[config.mk]
export PLATFORM = sky130hd
export DESIGN_NAME = avfs_freq_switcher
export DESIGN_NICKNAME = d
export VERILOG_FILES = /design/src/rtl/avfs_freq_switcher.sv
export SDC_FILE = /design/constraint.sdc
export NUM_CORES = 1
export LEC_CHECK = 0
export ABC_AREA = 1
export BUFFER_PORTS_ARGS = -buffer_cell sky130_fd_sc_hd__buf_4
export CORE_AREA = 2 2 70 72
export CTS_CLUSTER_DIAMETER = 80
export CTS_CLUSTER_SIZE = 28
export DETAILED_ROUTE_END_ITERATION = 7
export DIE_AREA = 0 0 72 74
export PLACE_DENSITY = 0.73
export SLEW_MARGIN = 5
export SYNTH_ARGS = -nofsm -noshare
export SYNTH_HDL_FRONTEND = slang
export SYNTH_SLANG_ARGS = --single-unit
[constraint.sdc]
create_clock -name clk -period 2.5 [get_ports clk]
set_clock_uncertainty 0.2 [all_clocks]
set_input_delay 0.125 -clock clk [delete_from_list [all_inputs] [get_ports clk]]
set_output_delay 0.125 -clock clk [all_outputs]
set_load 0.05 [all_outputs]
[src/rtl/avfs_freq_switcher.sv]
// AVFS frequency switcher: debounces freq_sel, sequences the regulator handshake and
// produces a glitch-free clock-enable whose divisor changes only on period boundaries.
module avfs_freq_switcher #(
  parameter int         DEBOUNCE_CYC = 4,
  parameter int         SETTLE_CYC   = 8,
  parameter int         ACK_TIMEOUT  = 64,
  parameter logic [3:0] RESET_SEL    = 4'd0
) (
  input  logic       clk,
  input  logic       rst_n,
  input  logic [3:0] freq_sel,
  output logic       clk_en,
  output logic [3:0] cur_sel,
  output logic       volt_valid,
  output logic [3:0] volt_code,
  input  logic       volt_ack,
  output logic       busy,
  output logic       err,
  input  logic       err_clr
);

  localparam int DW = $clog2(DEBOUNCE_CYC + 1);
  localparam int SW = $clog2(SETTLE_CYC + 1);
  localparam int TW = $clog2(ACK_TIMEOUT + 1);

  typedef enum logic [2:0] {
    IDLE        = 3'd0,
    DEBOUNCE    = 3'd1,
    V_UP_REQ    = 3'd2,
    V_UP_SETTLE = 3'd3,
    APPLY       = 3'd4,
    V_DN_REQ    = 3'd5
  } state_t;

  state_t        state_r;
  logic [3:0]    cnt_r;
  logic [3:0]    target_r;
  logic [DW-1:0] dcnt_r;
  logic [SW-1:0] scnt_r;
  logic [TW-1:0] tcnt_r;
  logic          apply_s;

  // The switch happens exactly on the edge where the divider reloads
  always_comb begin
    apply_s = 1'b0;
    if ((state_r == APPLY) && (cnt_r == 4'd0)) begin
      apply_s = 1'b1;
    end else begin
      apply_s = 1'b0;
    end
  end

  // Divider: reload value div-1 = 15-sel, i.e. the bitwise inverse of the setting
  always_ff @(posedge clk or negedge rst_n) begin
    if (!rst_n) begin
      cnt_r  <= 4'd0;
      clk_en <= 1'b0;
    end else if (cnt_r == 4'd0) begin
      cnt_r  <= apply_s ? ~target_r : ~cur_sel;
      clk_en <= 1'b1;
    end else begin
      cnt_r  <= cnt_r - 4'd1;
      clk_en <= 1'b0;
    end
  end

  // Sequencing FSM; a timeout in the same cycle as err_clr leaves err set
  always_ff @(posedge clk or negedge rst_n) begin
    if (!rst_n) begin
      state_r    <= IDLE;
      cur_sel    <= RESET_SEL;
      target_r   <= 4'd0;
      dcnt_r     <= '0;
      scnt_r     <= '0;
      tcnt_r     <= '0;
      volt_valid <= 1'b0;
      volt_code  <= 4'd0;
      busy       <= 1'b0;
      err        <= 1'b0;
    end else begin
      if (err_clr) begin
        err <= 1'b0;
      end
      case (state_r)
        IDLE: begin
          if (freq_sel != cur_sel) begin
            target_r <= freq_sel;
            dcnt_r   <= DW'(1);
            state_r  <= DEBOUNCE;
            busy     <= 1'b1;
          end
        end
        DEBOUNCE: begin
          if (freq_sel == cur_sel) begin
            state_r <= IDLE;
            busy    <= 1'b0;
          end else if (freq_sel != target_r) begin
            target_r <= freq_sel;
            dcnt_r   <= DW'(1);
          end else if (dcnt_r == DW'(DEBOUNCE_CYC)) begin
            if (target_r > cur_sel) begin
              state_r    <= V_UP_REQ;
              volt_valid <= 1'b1;
              volt_code  <= target_r;
              tcnt_r     <= '0;
            end else begin
              state_r <= APPLY;
            end
          end else begin
            dcnt_r <= dcnt_r + DW'(1);
          end
        end
        V_UP_REQ, V_DN_REQ: begin
          if (volt_ack && volt_valid) begin
            volt_valid <= 1'b0;
            if (state_r == V_UP_REQ) begin
              state_r <= V_UP_SETTLE;
              scnt_r  <= '0;
            end else begin
              state_r <= IDLE;
              busy    <= 1'b0;
            end
          end else if (tcnt_r == TW'(ACK_TIMEOUT - 1)) begin
            volt_valid <= 1'b0;
            err        <= 1'b1;
            state_r    <= IDLE;
            busy       <= 1'b0;
          end else begin
            tcnt_r <= tcnt_r + TW'(1);
          end
        end
        V_UP_SETTLE: begin
          if (scnt_r == SW'(SETTLE_CYC - 1)) begin
            state_r <= APPLY;
          end else begin
            scnt_r <= scnt_r + SW'(1);
          end
        end
        APPLY: begin
          if (apply_s) begin
            cur_sel <= target_r;
            if (target_r < cur_sel) begin
              state_r    <= V_DN_REQ;
              volt_valid <= 1'b1;
              volt_code  <= target_r;
              tcnt_r     <= '0;
            end else begin
              state_r <= IDLE;
              busy    <= 1'b0;
            end
          end
        end
        default: begin
          state_r    <= IDLE;
          volt_valid <= 1'b0;
          busy       <= 1'b0;
        end
      endcase
    end
  end

endmodule

* Word level (Yosys, flattened, before mapping)
Index checks and enable logic that the tools add are counted.
** Word-level totals
- Bits in registers :: 37
- Bits of input ports :: 8
** Operators by class
- $add $sub $neg :: 4
- Magnitude comparators :: 2
- Eq/ne operators :: 32
- Mux-type cells :: 64
- Bitwise gates (word level) :: 4
- Reduce and logical (&&, ||, !) cells :: 19
** Operator list (count)
- 4-bit two-way mux :: 14
- 7-bit two-way mux :: 8
- 3-bit two-way mux :: 13
- 2-bit inequality test, second input constant :: 15
- 4-bit case mux with 2 select lines :: 3
- 7-bit case mux with 3 select lines :: 1
- 1-bit two-way mux :: 20
- 3-bit inequality test, second input constant :: 5
- 3-bit case mux with 5 select lines :: 1
- 7-bit AND reduction :: 2
- 4-bit AND reduction :: 3
- 3-bit == test, second input constant :: 3
- 9-bit AND reduction :: 1
- 4-bit inequality test :: 2
- 4-bit NOT :: 2
- 8-bit AND reduction :: 1
- 7-bit by 1-bit adder with 7-bit output, second input constant :: 1
- 7-bit by 6-bit == test with 1-bit output, second input constant :: 1
- 3-bit by 2-bit == test with 1-bit output, second input constant :: 2
- 3-bit case mux with 2 select lines :: 1
- 6-bit AND reduction :: 1
- 2-bit nonzero test :: 3
- 1-bit case mux with 5 select lines :: 1
- 4-bit by 1-bit adder with 4-bit output, second input constant :: 1
- 17 further kinds :: 20

* Logic depth before layout (Yosys ltp)
Gate-level depths: netlist of the first run.
- Word-level depth :: 6
- Gate-level depth with buffers :: 14
- Gate-level depth less buffers :: 14

* Worst setup path before layout of the first run
No wires, ideal clock.
- Kind :: register to register
- Start :: register cur_sel[1]
- End :: register volt_code[0]
- Arrival :: 1.856 ns
- Data required time :: 2.181 ns
- Path slack :: 0.325 ns
- Stages on the path, launching flop included :: 14
- Buffers on the path :: 0
- Period minus slack after synthesis :: 2.175 ns
- Cells stage by stage :: dfrtp_1 -> inv_1 -> ha_1 -> nand2_1 -> nand2_1 -> nand2_1 -> nand2_1 -> nand2_1 -> nand2_1 -> nand2_1 -> nor2_4 -> nand2_2 -> nand2_1 -> nand2_1
** On the way
- Word-level cells in the longest chain between the ends :: 3
** RTL lines
- start: declaration :: RTL line 13 : output logic [3:0] cur_sel,
- start signal: assignment :: RTL line 141 : cur_sel <= target_r;
- 4-bit > comparator, or another cell as far along :: RTL line 101 : if (target_r > cur_sel) begin
- 2-bit inequality test (no source line) / 2-bit by 1-bit inequality test with 1-bit output (equally long branches)
- 7-bit AND reduction (no source line) (*)
- end signal: assignment :: RTL line 104 : volt_code <= target_r;
- end signal: assignment :: RTL line 145 : volt_code <= target_r;
- end: declaration :: RTL line 15 : output logic [3:0] volt_code,
Every way passes the cells marked *; elsewhere a longest branch is shown, timed or not.
A chain may end at the register's enable or synchronous reset.

* Worst setup path after layout of the first run
Ends and elaborated chain as after synthesis.

==> run metrics, run 1 <==
Yosys reg bits 37; syn_area_per_cell about 7.5 µm²; Final Util 60.6%; P&R area growth vs syn 13.7%; most common cell after layout, fill and taps aside nand2_1; Worst-Skew Late Latency 290 ps; endpoints failing hold 0; CTS buffer count 5; Synth Cell Area between 2000 and 2500 µm²; DRT iter0 DRCs 151; FMAX ~0.5 GHz; Synth Area in Compound Gates between 5 and 6%; top cells by area, synth dfrtp_1, nand2_1, nand3_1; Setup crit end kind flop; unrepaired setup endpoints after global routing false; Final Power about 3.2 mW; slowest stage delay, CP around 430 ps; Hold Path End err$_DFF_PN0_; first-pass GRT wire length between 8000 and 9000 µm; DR WL met3 roughly 150 µm; required time worst endpoint 2490 ps; Top Metal Used met4; Worst IR Drop VDD roughly 0.84 mV; H-tree levels 2; post-synthesis simple-gate area fraction 41.0%; HP Start volt_ack; post-CTS setup buffers 0; Reg2Reg Depth 13; Hold Buf Count CTS 6; reg-to-reg critical path endpoint volt_code[0]$_DFFE_PN0P_; cts repair resizes 0; DR pass1 iterations 4; Final ANT Viol Nets 0; Pwr Density ~1200 nW/µm²; mux cell area share after synthesis 0.409%; min cycle time layout ~2000 ps; P_leak approximately 1.5 nW; # IOs 20; Hold WC Path Type in -> reg; RR Startpoint cur_sel[1]$_DFFE_PN0P_; Seq/Total Area, Yosys 37.8%; number of global-route vias before repair ~2000; DR vias 2152; pin count of the biggest net entering global routing 38; vias per std cell 5.24; critical path fanouts, max 5; total gr overflow 0; initial antenna violation count 0; total track usage between 20% and 30%; routed length per instance 12.3 µm; TNS Setup 0 ps; Synth area leader dfrtp_1; Post-Synth XOR/XNOR Area ~2.1%; Setup CP Type reg -> reg; most frequent cells in the layout nand2_1, dfrtp_1, inv_1; n_diodes 0; TritonCTS clock tree built; DP Worst Slack about 460 ps; status finished clean; crit share post-route slightly above 80%; met1 wire length 2380 µm; WL final 5040 µm; Crit path top cell by count nand2_1; Yosys top cell area share about 38%; layout cell share with drive strength beyond 1 approximately 20%; Final WS setup ~440 ps; Syn Nets approximately 350; Slew @ Worst Pin roughly 510 ps; crit-path cells inv_1, ha_1, nand2_1, nand2_1, nand2_1, nand2_1, nand2_1, nand2_1, nand2_1, nor2_4, nand2_2, nand2_1, nand2_1; CTS Root Cell clkbuf_8; Clock transition at path regs roughly 70 ps; fin. max-slew vios 0; largest family of logic cells by synthesized area simple AND/OR/NAND/NOR gates; HPWL Detailed around 3800 µm; die width 72 µm; Post-Synthesis Cells roughly 330; Adder-Cell Fraction of Synth Area under 10%; row count 25; Distinct cells, synth 32; starting density of the core a little over half; Max Cap Viol 0; Yosys warning count 0; Die Y 74 µm; RePlAce Congestion 0.849; Critical Path AT around 2000 ps; metal2 WL about 2400 µm; flop2flop setup slack about 440 ps; Startpoint Class flop; clk buf depth 2; Post-route DRC 0; placeable core area approximately 4600 µm²; Final nets around 380; Port Buffer Count 19; die area around 5300 µm²; CP max stage cell dfrtp_1; CTS Sinks 37; Rel. slew slack between 60% and 70%; Hold Crit Depth 4; Final setup viols 0
-- cell type report --
type                            instances  area [µm²]
Clock buffer                            5        68.8
Multi-Input combinational cell        242        1330
Fill cell                             412        1810
Inverter                               47         181
Tap cell                               54        67.6
Timing Repair Buffer                   25         203
Sequential cell                        37         926
Clock inverter                          1        5.00
-- kinds of logic after synthesis --
family | count (synthesis)
fa+ha+maj | 10
mux | 1
buf+inv | 48
flops | 37
compound gates | 24
simple gates | 201
xor+xnor | 6
-- layer usage --
| layer | global-route usage, % | vias up |
|---|---|---|
| met5 | 0 | - |
| met2 | 35.4 | 31 |
| met3 | 4.07 | 7 |
| met1 | 28.4 | 1012 |
| met4 | 7.13 | 0 |
| li1 | - | 1102 |
-- worst max-delay path: cells and delay by family, from the launching register on --
family	cells	cell delay (ps)
buffers and inverters	1	90
adder cells (fa/ha/maj)	1	300
AND/OR/NAND/NOR	11	930
flip-flops	1	430
-- Yosys cell counts --
cell type / n
nand2_1: 106
dfrtp_1: 37
inv_1: 35
nand3_1: 33
nor2_1: 18
inv_2: 11
ha_1: 10
nand2_2: 10
nor2_4: 9
o21ai_0: 8
nand4_1: 7
a21oi_1: 5
nand3_2: 5
nand2_4: 4
o21ai_1: 4
xor2_1: 4
nor3_1: 3
nor2_2: 2
o22ai_1: 2
xnor2_1: 2
buf_4: 1
clkinv_4: 1
mux2i_1: 1
nand3_4: 1
nand3b_1: 1
nor3_2: 1
nor3b_1: 1
o21a_1: 1
o21ai_2: 1
o21bai_1: 1
o31ai_2: 1
o32ai_1: 1
-- per-stage QoR --
| stage | cells | instance area [µm²] | hold slack, ps |
|---|---|---|---|
| 6_report | 411 | 2790 | 72.2 |
| 5_1_grt | 411 | 2790 | 129 |
| 4_1_cts | 411 | 2790 | 62.7 |
| 3_5_place_dp | 399 | 2650 | -80.0 |
| 3_3_place_gp | 399 | 2650 | -82.3 |
| 2_1_floorplan | 327 | 2450 | -371 |
-- worst max path at each step --
stage / from / end / depth (start not counted)
final: cur_sel[1]$_DFFE_PN0P_ / volt_code[0]$_DFFE_PN0P_ / 13
after global routing: target_r[3]$_DFFE_PN0P_ / volt_code[0]$_DFFE_PN0P_ / 12
after CTS: cur_sel[1]$_DFFE_PN0P_ / volt_code[0]$_DFFE_PN0P_ / 13
after detailed placement: target_r[3]$_DFFE_PN0P_ / volt_code[0]$_DFFE_PN0P_ / 12
after global placement: cur_sel[1]$_DFFE_PN0P_ / volt_code[3]$_DFFE_PN0P_ / 13
after floorplan: cur_sel[1]$_DFFE_PN0P_ / volt_code[0]$_DFFE_PN0P_ / 13
-- report_power, final --
| part | internal, mW | switching [mW] | total [mW] |
|---|---|---|---|
| clock network | 0.183 | 0.211 | 0.394 |
| registers | 0.788 | 0.185 | 0.973 |
| logic | 0.622 | 1.26 | 1.88 |
-- sequential cells by signal (all words and copies together), names as in the netlist, 3 cells and up --
name and cells:
target_r 4, state_r 3, tcnt_r 7, scnt_r 4
volt_code 4, cur_sel 4, cnt_r 4, dcnt_r 3
(Power assumes the default switching activity.)
==> run 2: changes to the inputs <==
--- a/config.mk
+++ b/config.mk
@@ -5,14 +5,14 @@
 export SDC_FILE = /design/constraint.sdc
 export NUM_CORES = 1
 export LEC_CHECK = 0
-export ABC_AREA = 1
+export ABC_AREA = 0
 export BUFFER_PORTS_ARGS = -buffer_cell sky130_fd_sc_hd__buf_4
-export CORE_AREA = 2 2 70 72
+export CORE_AREA = 2 2 67 69
 export CTS_CLUSTER_DIAMETER = 80
 export CTS_CLUSTER_SIZE = 28
 export DETAILED_ROUTE_END_ITERATION = 7
-export DIE_AREA = 0 0 72 74
-export PLACE_DENSITY = 0.73
+export DIE_AREA = 0 0 69 71
+export PLACE_DENSITY = 0.74
 export SLEW_MARGIN = 5
 export SYNTH_ARGS = -nofsm -noshare
 export SYNTH_HDL_FRONTEND = slang
==> constraint.sdc (replaced) <==
create_clock -name clk -period 1.8 [get_ports clk]
set_clock_uncertainty 0.2 [all_clocks]
set_input_delay 0.09 -clock clk [delete_from_list [all_inputs] [get_ports clk]]
set_output_delay 0.09 -clock clk [all_outputs]
set_load 0.05 [all_outputs]
==> run 2 against run 1 <==
The run now ends with setup timing left. Largest power group is now sequential cells. Synthesized cell count shrank 34%. Final cell count down 11%. Critical path depth fell by 6. Sequential share of layout area down 4.9 points. Area after synthesis decreased by 12%. Power shrank 52%. Clock power is 42% higher. Critical endpoint is now volt_code[3]$_DFFE_PN0P_.
==> run metrics, run 2 <==
status finished with violations; violated checks setup timing; Port Buffer Count 19 (unchanged); area of the multi-input gates 1400 µm² (+5.3%); Critical Path AT 2320 ps (+280 ps); initial antenna violation count 0 (unchanged); register area 935 µm² (+0.95%); Synth Cell Area 2150 µm² (-12%); Distinct cells, synth 48 (+50%); CTS Sinks 37 (unchanged); CP Buf/Inv Count 0 (-1); fillcell total 257 (-38%); clock power share 35.7% (+24 points); starting density of the core 51.0% (-2.2 points); die width 69 µm (-4.2%); P_leak 1.53 nW (+2.9%); CTS buffer count 5 (unchanged); Hold WC Path Type in -> async; combinational fraction of design power 10.5% (-47 points); HPWL Detailed 3690 µm (-3.9%); first-pass GRT wire length 9760 µm (+9.9%); FMAX 0.426 GHz (-12%); RePlAce Congestion 0.850 (+0.11%); asr flop ratio synth 100% (unchanged); Switching Fraction 24.0% (-27 points); Pwr Density 475 nW/µm² (-59%); P&R area growth vs syn 53.9%; Seq/Total Area, Yosys 43.1% (+5.3 points); Largest Register tcnt_r; CTS Root Cell clkbuf_8; Final WS setup -546 ps (-989 ps); Worst IR Drop VDD 0.354 mV (-58%); Max Cap Viol 0 (unchanged); syn_area_per_cell 9.93 µm² (+33%); Die Y 71 µm (-4.1%); top cells by area, synth dfrtp_1, ha_1, mux2_2; total gr overflow 0 (unchanged); WL final 6380 µm (+27%); Final ANT Viol Nets 0 (unchanged); total track usage 25.4% (+4.0 points); Final nets 332 (-12%); Yosys warning count 0 (unchanged); Sw Pwr 0.377 mW (-77%); Rel. slew slack 67.3% (+1.3 points); Post-route DRC 0 (unchanged); max reg flops 7 (unchanged); Syn Nets 234 (-32%); H-tree levels 2 (unchanged); crit share post-route 130% (+48 points); layout cell share with drive strength beyond 1 52.4% (+32 points); Yosys reg bits 37 (unchanged); fin. max-slew vios 0 (unchanged); design area 3300 µm² (+19%); Clock transition at path regs 70 ps (about the same); Setup crit end kind flop; Post-Synthesis Cells 216 (-34%); Setup CP Type reg -> reg; TNS Setup -9890 ps (-9890 ps); unrepaired setup endpoints after global routing true; endpoints failing hold 0 (unchanged); most frequent cells in the layout buf_4, dfrtp_1, nand2_1; Post-DP Area 2840 µm² (+7.2%); most common cell after layout, fill and taps aside buf_4; Slew @ Worst Pin 490 ps (-15.0 ps); required time worst endpoint 1770 ps (-720 ps); DR pass1 iterations 4 (unchanged); TritonCTS clock tree built; pin count of the biggest net entering global routing 38 (unchanged); crit-path cells ha_4, nor2b_4, o211ai_1, and2_4, o311ai_4, and3_4, mux2_4; CP max stage cell dfrtp_1; routed length per instance 17.4 µm (+42%); number of global-route vias before repair 2113 (+5.2%); Internal Power 1.19 mW (-25%); slowest stage delay, CP 460 ps (+30 ps); min cycle time layout 2350 ps (+289 ps); DRT iter0 DRCs 131 (-13%); die area 4900 µm² (-8.1%); Yosys top cell area share 43.1% (+5.3 points); Final setup viols 23 (+23); clk buf depth 2 (unchanged); # IOs 20 (unchanged); DR vias 2051 (-4.7%); kind of cell adding the most delay to the critical path simple AND/OR/NAND/NOR gates; Startpoint Class flop; n_diodes 0 (unchanged); placeable core area 4200 µm² (-8.6%); row count 24 (-4.0%); vias per std cell 5.59 (+6.7%); Worst-Skew Late Latency 290 ps (about the same); Synth area leader dfrtp_1; sequential cell fraction of total power 53.8% (+24 points); commonest cells in the netlist dfrtp_1, nand2_1, o21ai_0, nor2_1, inv_1; number of synthesized flops with an enable pin 0 (unchanged); critical path fanouts, max 4 (-1); Top FF cell, synth dfrtp_1; count leader, synth dfrtp_1
## run 2: changes by cell type after synthesis, sizes merged, moves of 5 or more
cell	previous run	this run
a21oi	5	10
nand3	39	8
nand4	7	2
nand2	120	25
a31oi	0	6
mux2	0	14
nor2	29	15
inv	46	14
## run 2: what timing repair did
item | in CTS | in global routing
buffers inserted | 10 | 3
resized for setup | 29 | 27
endpoints found under the setup margin | 30 | 33
hold buffers | 6 | 0
endpoints found under the hold margin | 42 | 0
pin swaps | 15 | 10
## run 2: final timing paths
kind / slack (ps) / cells past startpoint / end / from
min in group clk: 140 / 5 / tcnt_r[2]$_DFFE_PN0P_ / volt_ack
max in group asynchronous: 900 / 2 / state_r[0]$_DFFE_PN0P_ / rst_n
worst max register to register: -550 / 7 / volt_code[3]$_DFFE_PN0P_ / target_r[1]$_DFFE_PN0P_
worst max-delay path: -550 / 7 / volt_code[3]$_DFFE_PN0P_ / target_r[1]$_DFFE_PN0P_
worst min-delay path: 120 / 2 / target_r[0]$_DFFE_PN0P_ / rst_n
worst min register to register: 330 / 1 / volt_code[1]$_DFFE_PN0P_ / volt_code[1]$_DFFE_PN0P_
## run 2: area by class of cell
type | count | share of cell area (%)
clock buffers | 8 | 2.43
multi-input cells | 160 | 42.5
repair buffers | 96 | 23.1
flip-flops and latches | 37 | 28.3
well taps | 52 | 1.97
inverters | 14 | 1.67
## run 2: metrics by stage
step | hold slack (ps) | power (mW) | setup WS (ps) | util [%] | cells
2_1_floorplan | -406 | 0.906 | -604 | - | 216
6_report | 120 | 1.57 | -546 | 78.5 | 367
3_3_place_gp | -122 | 0.972 | -428 | 67.6 | 343
5_1_grt | 156 | 1.63 | -604 | 78.5 | 367
3_5_place_dp | -117 | 0.975 | -517 | 67.6 | 343
4_1_cts | 108 | 1.56 | -433 | 75.7 | 366
## run 2: logic make-up after synthesis
family / count (synthesis) / synth area share, %
flops: 37 / 43.1
buf+inv: 19 / 4.31
fa+ha+maj: 10 / 5.83
simple gates: 76 / 19.3
compound gates: 47 / 13.9
xor+xnor: 10 / 4.08
mux: 17 / 9.45
## run 2: power groups by stage
stage                     logic, mW  registers (mW)  clock network, mW
final                         0.164           0.845              0.560
after global routing          0.176           0.845              0.612
after CTS                     0.145           0.843              0.570
after detailed placement      0.116           0.859                  0
after global placement        0.113           0.859                  0
after floorplan              0.0464           0.860                  0
## run 2: per-layer routing
layer	part of all wire [%]	track usage (%)
met5	0	0
met4	4.7	15.5
met3	3.5	5.84
met2	52	43.3
met1	40	29.1
## run 2: worst reg2reg max path: stages, from the launching register on
cell and delay (ps):
dfrtp_1 460, ha_4 300, nor2b_4 120, o211ai_1 140
and2_4 200, o311ai_4 220, and3_4 270, mux2_4 310
